## config.mk

```make
export PLATFORM = sky130hd
export DESIGN_NAME = matrix_scan_controller
export DESIGN_NICKNAME = d
export VERILOG_FILES = /design/src/rtl/matrix_scan_controller.sv
export SDC_FILE = /design/constraint.sdc
export NUM_CORES = 1
export LEC_CHECK = 0
export CAP_MARGIN = 20
export CELL_PAD_IN_SITES_DETAIL_PLACEMENT = 0
export CELL_PAD_IN_SITES_GLOBAL_PLACEMENT = 1
export CORE_ASPECT_RATIO = 2
export CORE_MARGIN = 10
export CORE_UTILIZATION = 48
export CTS_CLUSTER_SIZE = 25
export DETAILED_ROUTE_END_ITERATION = 12
export PLACE_DENSITY_LB_ADDON = 0.05
export RECOVER_POWER = 25
export SLEW_MARGIN = 20
export SYNTH_ARGS = -nofsm -noshare
export SYNTH_HDL_FRONTEND = slang
export SYNTH_SLANG_ARGS = --single-unit
```

## constraint.sdc

```tcl
create_clock -name clk -period 2.99 [get_ports clk]
set_input_delay 0.598 -clock clk [delete_from_list [all_inputs] [get_ports clk]]
set_output_delay 0.598 -clock clk [all_outputs]
set_load 0.005 [all_outputs]
```

## src/rtl/matrix_scan_controller.sv

```systemverilog
// Row-scan sequencer for an RGB LED matrix: blank/latch/on timing plus shifter handshake.
// Optional binary-code modulation (8 bitplanes per row) is enabled by defining MATRIX_BCM_EN.
module matrix_scan_controller #(
  parameter int unsigned ROWS         = 8,
  parameter int unsigned BLANK_CYCLES = 30,
  parameter int unsigned LATCH_CYCLES = 2,
  parameter int unsigned ON_CYCLES    = 200,
  localparam int unsigned RW          = (ROWS > 1) ? $clog2(ROWS) : 1
) (
  input  logic          clk,
  input  logic          reset,
  input  logic          enable,
  input  logic          is_filled,
  output logic          shift_start,
  output logic [RW-1:0] selected_row,
  output logic [2:0]    bit_plane,
  output logic          blank,
  output logic          latch,
  output logic          frame_done
);

  localparam int unsigned MaxCount = ON_CYCLES * 128 + BLANK_CYCLES + LATCH_CYCLES;
  localparam int unsigned CW       = $clog2(MaxCount + 1);

  typedef enum logic [2:0] {StIdle, StPreload, StBlank, StLatch, StOn} state_e;

  state_e          state;
  logic [CW-1:0]   cnt;
  logic [CW-1:0]   on_target;
  logic [RW-1:0]   pend_row;
  logic [RW-1:0]   next_row;
  logic [RW-1:0]   row_inc;
  logic [2:0]      pend_plane;
  logic [2:0]      next_plane;
  logic            fill;
  logic            fill_ok;
  logic            on_done;
  logic            last_plane;

  // A fill seen in the same cycle as shift_start belongs to the previous request.
  assign fill_ok = fill && !shift_start;
  assign on_done = (cnt >= on_target - 1'b1);

  always_comb begin
    row_inc = (selected_row == RW'(ROWS - 1)) ? '0 : selected_row + 1'b1;
`ifdef MATRIX_BCM_EN
    if (bit_plane == 3'd7) begin
      next_plane = 3'd0;
      next_row   = row_inc;
    end else begin
      next_plane = bit_plane + 1'b1;
      next_row   = selected_row;
    end
    on_target  = CW'(ON_CYCLES) << bit_plane;
    last_plane = (bit_plane == 3'd7);
`else
    next_plane = 3'd0;
    next_row   = row_inc;
    on_target  = CW'(ON_CYCLES);
    last_plane = 1'b1;
`endif
  end

  always_ff @(posedge clk or posedge reset) begin
    if (reset) begin
      state        <= StIdle;
      cnt          <= '0;
      pend_row     <= '0;
      pend_plane   <= '0;
      fill         <= 1'b0;
      selected_row <= '0;
      bit_plane    <= '0;
      blank        <= 1'b1;
      latch        <= 1'b0;
      shift_start  <= 1'b0;
      frame_done   <= 1'b0;
    end else begin
      shift_start <= 1'b0;
      frame_done  <= 1'b0;
      cnt         <= cnt + 1'b1;
      if (shift_start) begin
        fill <= 1'b0;
      end else if (is_filled) begin
        fill <= 1'b1;
      end
      unique case (state)
        StIdle: begin
          blank <= 1'b1;
          latch <= 1'b0;
          cnt   <= '0;
          if (enable) begin
            shift_start <= 1'b1;
            pend_row    <= '0;
            pend_plane  <= '0;
            state       <= StPreload;
          end
        end
        StPreload: begin
          cnt <= '0;
          if (fill_ok) begin
            state <= StBlank;
          end
        end
        StBlank: begin
          if (cnt == CW'(BLANK_CYCLES - 1)) begin
            selected_row <= pend_row;
            bit_plane    <= pend_plane;
            latch        <= 1'b1;
            cnt          <= '0;
            state        <= StLatch;
          end
        end
        StLatch: begin
          if (cnt == CW'(LATCH_CYCLES - 1)) begin
            latch       <= 1'b0;
            blank       <= 1'b0;
            shift_start <= 1'b1;
            pend_row    <= next_row;
            pend_plane  <= next_plane;
            cnt         <= '0;
            state       <= StOn;
          end
        end
        StOn: begin
          // Hold the counter once expired; on-time stretches until the next row is filled.
          if (on_done) begin
            cnt <= cnt;
          end
          if (on_done && fill_ok) begin
            blank      <= 1'b1;
            cnt        <= '0;
            frame_done <= (selected_row == RW'(ROWS - 1)) && last_plane;
            state      <= enable ? StBlank : StIdle;
          end
        end
        default: state <= StIdle;
      endcase
    end
  end

endmodule

```

== Word-level counts from Yosys, hierarchy flattened ==
Cells that the tools add are included.
Word-level totals
  flip-flop bits (word level): 35
  bits of input ports: 4
  output and inout port bits: 10
  word-level logic and storage cells: 71
Operators by class
  add/subtract/negate cells: 2
  order comparisons: 1
  equal/unequal tests: 13
  multiplexer cells: 30
  reductions and logical operators: 14
Operators by type and width (number)
  $mux W15: 4
  $pmux W15 S4: 1
  $mux W3: 9
  $add A15 B1 Y15 const B: 1
  $eq A15 B1 Y1 const B: 1
  $eq A15 B5 Y1 const B: 1
  $ge A15 B8 Y1 const B: 1
  $pmux W3 S5: 1
  $pmux W3 S2: 2
  $ne A2 B2 Y1 const B: 5
  $mux W1: 9
  $reduce_and A3 Y1: 3
  $eq A3 B2 Y1 const B: 2
  $eq A3 B3 Y1 const B: 2
  $pmux W1 S3: 2
  $reduce_bool A3 Y1: 2
  $reduce_and A5 Y1: 1
  $reduce_bool A2 Y1: 2
  $add A3 B1 Y3 const B: 1
  $eq A3 B1 Y1 const B: 1
  $logic_not A3 Y1: 1
  $ne A3 B3 Y1 const B: 1
  $logic_and A1 B1 Y1: 2
  $mux W2: 1
  other kinds (4): 4

== Depth between registers and ports, before layout ==
Gate-level depths: netlist of the first run.
  depth in word-level cells: 5
  depth in mapped cells: 8
  mapped depth without buffers: 7

== Worst setup path before layout of the first run ==
No wires, ideal clock.
  kind: reg2reg
  from: register cnt[0]
  to: register cnt[13]
  setup time: 0.077 ns
  data arrival time: 1.918 ns
  required time: 2.913 ns
  path slack: 0.994 ns
  cell stages (with the launch flop): 7
  path buffers: 0
  period minus slack after synthesis: 1.996 ns
  cell sequence: dfrtp_1 > ha_1 > a21oi_1 > o211ai_4 > o21a_4 > or4_1 > a21oi_1
Between the ends
  word-level cells in the longest chain between the ends: 4
  elaborated cells on any way between the ends: 11
  those cells by class: 1 x add/sub; 1 x order compare; 3 x eq/ne; 5 x mux; 1 x reduce/logical
RTL lines
  start: declaration: RTL line 28  | logic [CW-1:0] cnt;
  start signal: assignment: RTL line 80  | cnt <= cnt + 1'b1;
  start signal: assignment: RTL line 127  | cnt <= cnt;
  $add A15 B1 Y15 or $ge A15 B8 Y1 (tied branches): RTL line 80, 42
  $mux W15 or $logic_and A1 B1 Y1 (tied branches): RTL line 126, 129
  $mux W15: RTL line 129  | if (on_done && fill_ok) begin
  $pmux W15 S4: RTL line 86  | unique case (state)
Several ways; a longest one is shown, not always the timed one. The select of a mux whose other input is x is not followed.
A chain may end at the register's enable or synchronous reset.

== Worst setup path after layout of the first run ==
  from: register state[2]
  to: register cnt[2]
Between the ends
  word-level cells in the longest chain between the ends: 3
  elaborated cells on any way between the ends: 8
  those cells by class: 5 x eq/ne; 1 x mux; 2 x reduce/logical
RTL lines
  start: declaration: RTL line 27  | state_e state;
  start signal: assignment: RTL line 66  | state <= StIdle;
  start signal: assignment: RTL line 95  | state <= StPreload;
  start signal: assignment: RTL line 101  | state <= StBlank;
  $eq A3 B1 Y1 or $logic_not A3 Y1 (tied branches): RTL line 86
  $reduce_or A2 Y1 (no source line)
  $pmux W15 S4: RTL line 86
Several ways; a longest one is shown, not always the timed one.

==> flow_metrics.py, run 1 <==
metrics = {
    "outcome": {
        "status": "complete, but fails checks",
        "violations": "max-capacitance violations, max-slew violations",
    },
    "logic_synthesis": {
        "ys_ff_latch": 29,
        "yosysMostFrequentCell": "dfrtp_1",
        "async_flop_share_pct": 100,
        "synth_area_leaders": "dfrtp_1, nor2_1, a21oi_1, ha_1, o31ai_1",
        "yosysTopAreaCell": "dfrtp_1",
        "synth.distinct_cells": 51,
        "syn_area_mm2": 0.00171,
        "synthTopCellsByCount": "dfrtp_1, nor2_1, a21oi_1, nand2_1",
        "synth_edf_count": 0,
        "ys_seq_area_share_pct": 42.5,
        "synth_top_flop_cell": "dfrtp_1",
        "avgSynthCellArea_um2": 9.45,
        "netlist_instances": 181,
        "yosysWarningCount": 0,
        "synth_top_area_share_pct": 41.0,
    },
    "grt": {
        "met2_usage_pct": 22.9,
        "grtUsageMet3_pct": 3.45,
        "grt_overflow": 0,
        "antenna_found_initial": 0,
        "grt_pass1_vias": 1356,
        "gr-usage-all-layers_pct": 12.4,
        "grt_start_max_net_pins": 30,
        "grt_busiest_layer": "met2",
        "grt_pass1_wl_mm": 6.58,
        "met1_usage_pct": 11.8,
    },
    "timing": {
        "finalSetupViolCount": 0,
        "fin_crit_ns": 2.21,
        "worst-slew-pin-transition_ns": 1.54,
        "timing.final.ws_setup_ns": 0.780,
        "drv_slew": 30,
        "timing.final.crit_share_pct": 73.9,
        "relSlewSlack_pct": -2.70,
        "skew_ns": 0.00504,
        "timing.fmax_mhz": 452,
        "tns_ns": 0,
        "final-hold-violation-count": 0,
        "hold_ws_ns": 0.463,
        "rsz0062_at_grt": "no",
    },
    "layout": {
        "nNetsFinal": 199,
        "antennaDiodeCount": 0,
        "area_delta_synth_final_pct": 13.2,
        "final_util_pct": 56.7,
        "layout-drive-gt1-share_pct": 9.90,
        "fin_area_mm2": 0.00194,
    },
    "clock_network": {
        "clkSlewWorstSetupHoldPaths_ns": 0.06,
        "clkSinkCount": 29,
        "ctsResizeCount": 0,
        "cts_setup_buffers": 0,
        "cts_tree": "done",
        "cts_max_path_buffers": 2,
        "root_buffer": "clkbuf_8",
        "clk_latency_ns": 0.28,
        "postCtsHoldBufs": 0,
        "cts_max_level": 2,
        "numCtsBuffers": 5,
    },
    "detailed_routing": {
        "routed-via-count": 1368,
        "ant_nets": 0,
        "via_per_inst": 5.70,
        "drc": 0,
        "drt_first_pass_iters": 4,
        "wl_per_cell_um": 16.3,
        "wl_mm": 3.91,
        "drtIter0Drc": 21,
    },
    "setup_path": {
        "worstPathRequired_ns": 3.18,
        "worstRegToRegCells": 5,
        "crit_arrival_ns": 2.40,
        "worst-path-max-fanout": 13,
        "r2r-end": "cnt[2]",
        "end_kind": "flip-flop",
        "start_kind": "flip-flop",
        "reg2reg_slack_ns": 0.78,
        "reg2reg_from": "state[2]",
        "crit_type": "flip-flop to flip-flop",
    },
    "die": {
        "row_count": 30,
        "die_area_mm2": 0.00650,
        "die_width_um": 62.2,
        "die_h_um": 104,
        "start_util_pct": 50.1,
        "io_pins": 14,
        "core_area_mm2": 0.00342,
    },
    "power_and_ir_drop": {
        "p_per_area_mw_per_mm2": 686,
        "peakVddDrop_mv": 0.429,
        "p_leak_nw": 0.811,
    },
    "hold_path": {
        "hold_class": "flip-flop to flip-flop",
        "holdCritStartpoint": "shift_start",
        "hold_end": "fill",
        "holdPathStages": 1,
    },
    "placed_design": {
        "port_buffers": 10,
        "gp_congestion": 0.872,
        "post-place-ws_ns": 0.822,
        "placed_area_mm2": 0.00184,
        "hpwl_mm": 3.01,
    },
    "flow_run": {
        "drv_cap": 1,
    },
}
==> cell usage in the layout, fill, tap and decap left out, types with 4 or more instances in the layout <==
cell type	n
nand2_1	9
nand3_1	7
dfrtp_1	28
o21ai_1	4
nor2_1	23
a21oi_1	14
inv_1	7
clkdlybuf4s50_1	8
ha_1	4
or4_1	4
nor3_1	6
o31ai_1	5
clkbuf_8	7
==> layout make-up <==
type	count	area [um^2]
fill	336	1480
clock buffer	7	96.3
tap	48	60.1
timing repair buffer	12	111
inverter	7	26.3
clock inverter	1	5.00
sequential	29	727
multi-input combinational	136	910
==> through the flow <==
stage                     total power, mW  instances
after global routing                 1.41        240
after detailed placement            0.983        232
after CTS                            1.35        240
final                                1.33        240
after floorplan                     0.859        183
after global placement              0.972        232
==> sequential cells by signal, indices dropped and copies added (netlist names) <==
register and flops:
cnt 15, latch 1, shift_start 1, blank 1, pend_row 3, selected_row 3, state 3, fill 1
frame_done 1
==> worst max-delay path by stage <==
stage,from,endpoint,slack (ns),depth (start not counted)
after floorplan,cnt[0],cnt[13],0.99,6
after global placement,state[2],cnt[2],0.82,5
after detailed placement,state[2],cnt[2],0.82,5
after CTS,state[2],cnt[2],0.81,5
after global routing,reset,cnt[7],0.51,3
final,state[2],cnt[2],0.78,5
==> power by group <==
group | internal, mW | switching (mW)
logic | 0.175 | 0.230
registers | 0.455 | 0.114
clock network | 0.208 | 0.146
==> kinds of logic (layout without fill, tap and decap cells) <==
kind of cell	after synthesis	after routing	share of synthesized area [%]
compound gates	45	45	19.4
xor+xnor	2	2	1.02
fa+ha+maj	4	4	2.93
buf+inv	18	27	4.76
flops	29	29	42.5
mux	7	7	4.46
other cells	1	3	0.219
simple gates	75	75	24.7
==> worst max-delay path: stages, from the launching register on <==
cell	delay, ns
dfrtp_1	0.57
or3b_1	0.44
nor2_1	0.45
o21ai_1	0.27
and3_1	0.25
nor3_1	0.14
==> per-layer routing <==
metal	vias to the layer above	routed length [um]
li1	682	-
met1	658	1460
met2	20	2220
met3	8	137
met4	0	96
met5	-	0
Power figures use the tool's default switching activity.
==> inputs of run 2 (changes only) <==
Settings changed: CORE_UTILIZATION 48 to 40.
Clock period 2.99 ns to 2 ns, I/O delays scaled along.
==> flow_metrics.py, run 2 (same netlist as run 1, synthesis figures left out) <==
metrics = {
    "outcome": {
        "status": "complete, no violations",
    },
    "grt": {
        "gr-usage-all-layers_pct": 12.4,
        "grt_start_max_net_pins": 30,
        "grt_pass1_wl_mm": 7.29,
        "antenna_found_initial": 0,
        "grt_pass1_vias": 1566,
        "grt_overflow": 0,
    },
    "setup_path": {
        "crit_path_top_delay_cell": "or4_1",
        "crit_type": "flip-flop to flip-flop",
        "startpoint": "cnt[0]",
        "crit_arrival_ns": 2.13,
        "critPathBufInv": 0,
        "reg2reg_from": "cnt[0]",
        "crit_family": "compound AO/OA/AOI/OAI gates",
        "slowest_delay_ns": 0.51,
        "worst-path-max-fanout": 9,
        "end_kind": "flip-flop",
        "start_kind": "flip-flop",
        "crit_chain": "ha_1 -> a21oi_2 -> o211ai_4 -> o21a_4 -> or4_1 -> a21oi_1",
        "worstPathRequired_ns": 2.21,
    },
    "layout": {
        "nNetsFinal": 221,
        "final_util_pct": 51.7,
        "multiInputGateArea_um2": 947,
        "fill_cells": 405,
        "regMostFlops": "cnt",
        "layout-drive-gt1-share_pct": 22.1,
        "seqCellArea_um2": 727,
        "area_delta_synth_final_pct": 24.7,
        "antennaDiodeCount": 0,
        "final_common_cell": "dfrtp_1",
        "final_cell_mix": "dfrtp_1, nor2_1, buf_4",
        "largest_register_ff_count": 15,
    },
    "power_and_ir_drop": {
        "switching_share_pct": 36.5,
        "peakVddDrop_mv": 0.584,
        "clkPwrFrac_pct": 22.2,
        "p_leak_nw": 0.925,
        "power.switching_mw": 0.789,
        "combPwrFrac_pct": 42.1,
        "p_int_mw": 1.37,
        "pwr-share-seq_pct": 35.7,
        "p_per_area_mw_per_mm2": 1010,
    },
    "die": {
        "die_area_mm2": 0.00745,
        "die_width_um": 66.2,
        "start_util_pct": 41.4,
        "row_count": 33,
        "die_h_um": 112,
        "core_area_mm2": 0.00413,
        "io_pins": 14,
    },
    "clock_network": {
        "clk_latency_ns": 0.28,
        "numCtsBuffers": 5,
        "cts_max_path_buffers": 2,
        "cts_max_level": 2,
        "postCtsHoldBufs": 0,
        "root_buffer": "clkbuf_8",
        "cts_tree": "done",
        "clkSlewWorstSetupHoldPaths_ns": 0.06,
        "clkSinkCount": 29,
    },
    "placed_design": {
        "hpwl_mm": 3.31,
        "post-place-ws_ns": -0.0134,
        "port_buffers": 10,
        "gp_congestion": 0.724,
    },
    "timing": {
        "drv_slew": 0,
        "finalSetupViolCount": 0,
        "fin_crit_ns": 1.92,
        "tns_ns": 0,
        "timing.fmax_mhz": 520,
        "final-hold-violation-count": 0,
        "timing.final.ws_setup_ns": 0.0784,
        "worst-slew-pin-transition_ns": 0.759,
        "relSlewSlack_pct": 49.4,
        "timing.final.crit_share_pct": 96.1,
        "skew_ns": 0.00453,
    },
    "detailed_routing": {
        "drc": 0,
        "ant_nets": 0,
        "drtIter0Drc": 42,
        "via_per_inst": 5.63,
        "wl_per_cell_um": 16.3,
        "drt_first_pass_iters": 4,
        "routed-via-count": 1491,
        "wl_mm": 4.33,
    },
    "hold_path": {
        "hold_class": "flip-flop to flip-flop",
        "holdCritStartpoint": "shift_start",
    },
    "flow_run": {
        "drv_cap": 0,
    },
}
[run 2: per-layer routing]
layer / GRT usage [%] / vias to the layer above / wire length [um]
met5: 0 / - / 0
met2: 22.9 / 31 / 2510
li1: - / 722 / -
met1: 12.2 / 724 / 1550
met3: 2.39 / 14 / 155
met4: 6.61 / 0 / 118
[run 2: through the flow]
stage	total power, mW	instances	cell area [um^2]	hold WS (ns)
floorplan	1.28	183	1720	0.458
global placement	1.62	255	1990	0.456
detailed placement	1.64	255	1990	0.471
CTS	2.15	262	2080	0.481
global route	2.33	265	2130	0.525
finish	2.16	265	2130	0.477
[run 2: repair_timing]
item / 4_1_cts / 5_1_grt
pin swaps: 0 / 3
setup endpoints to repair: 3 / 26
resized for setup: 1 / 8
buffers inserted: 0 / 3
[run 2: final timing paths]
| path | to | depth (start not counted) | slack (ns) |
|---|---|---|---|
| worst min register to register | fill | 1 | 0.48 |
| worst max-delay path | cnt[13] | 6 | 0.08 |
| min in group asynchronous | shift_start | 3 | 0.77 |
| worst min-delay path | fill | 1 | 0.48 |
| max in group asynchronous | pend_row[1] | 3 | 0.74 |
| worst max register to register | cnt[13] | 6 | 0.08 |
[run 2: cell type report]
class / count / area share, %
Tap cell: 52 / 3.05
Sequential cell: 29 / 34.1
Inverter: 7 / 1.23
Timing Repair Buffer: 34 / 13.2
Multi-Input combinational cell: 136 / 44.4
Clock buffer: 7 / 4.05
[run 2: power by group through the flow]
| stage | clock [mW] | combinational (mW) | sequential [mW] |
|---|---|---|---|
| 6_report | 0.481 | 0.911 | 0.772 |
| 5_1_grt | 0.527 | 1.01 | 0.789 |
| 4_1_cts | 0.503 | 0.875 | 0.768 |
| 3_5_place_dp | 0 | 0.863 | 0.778 |
| 3_3_place_gp | 0 | 0.849 | 0.774 |
| 2_1_floorplan | 0 | 0.539 | 0.746 |
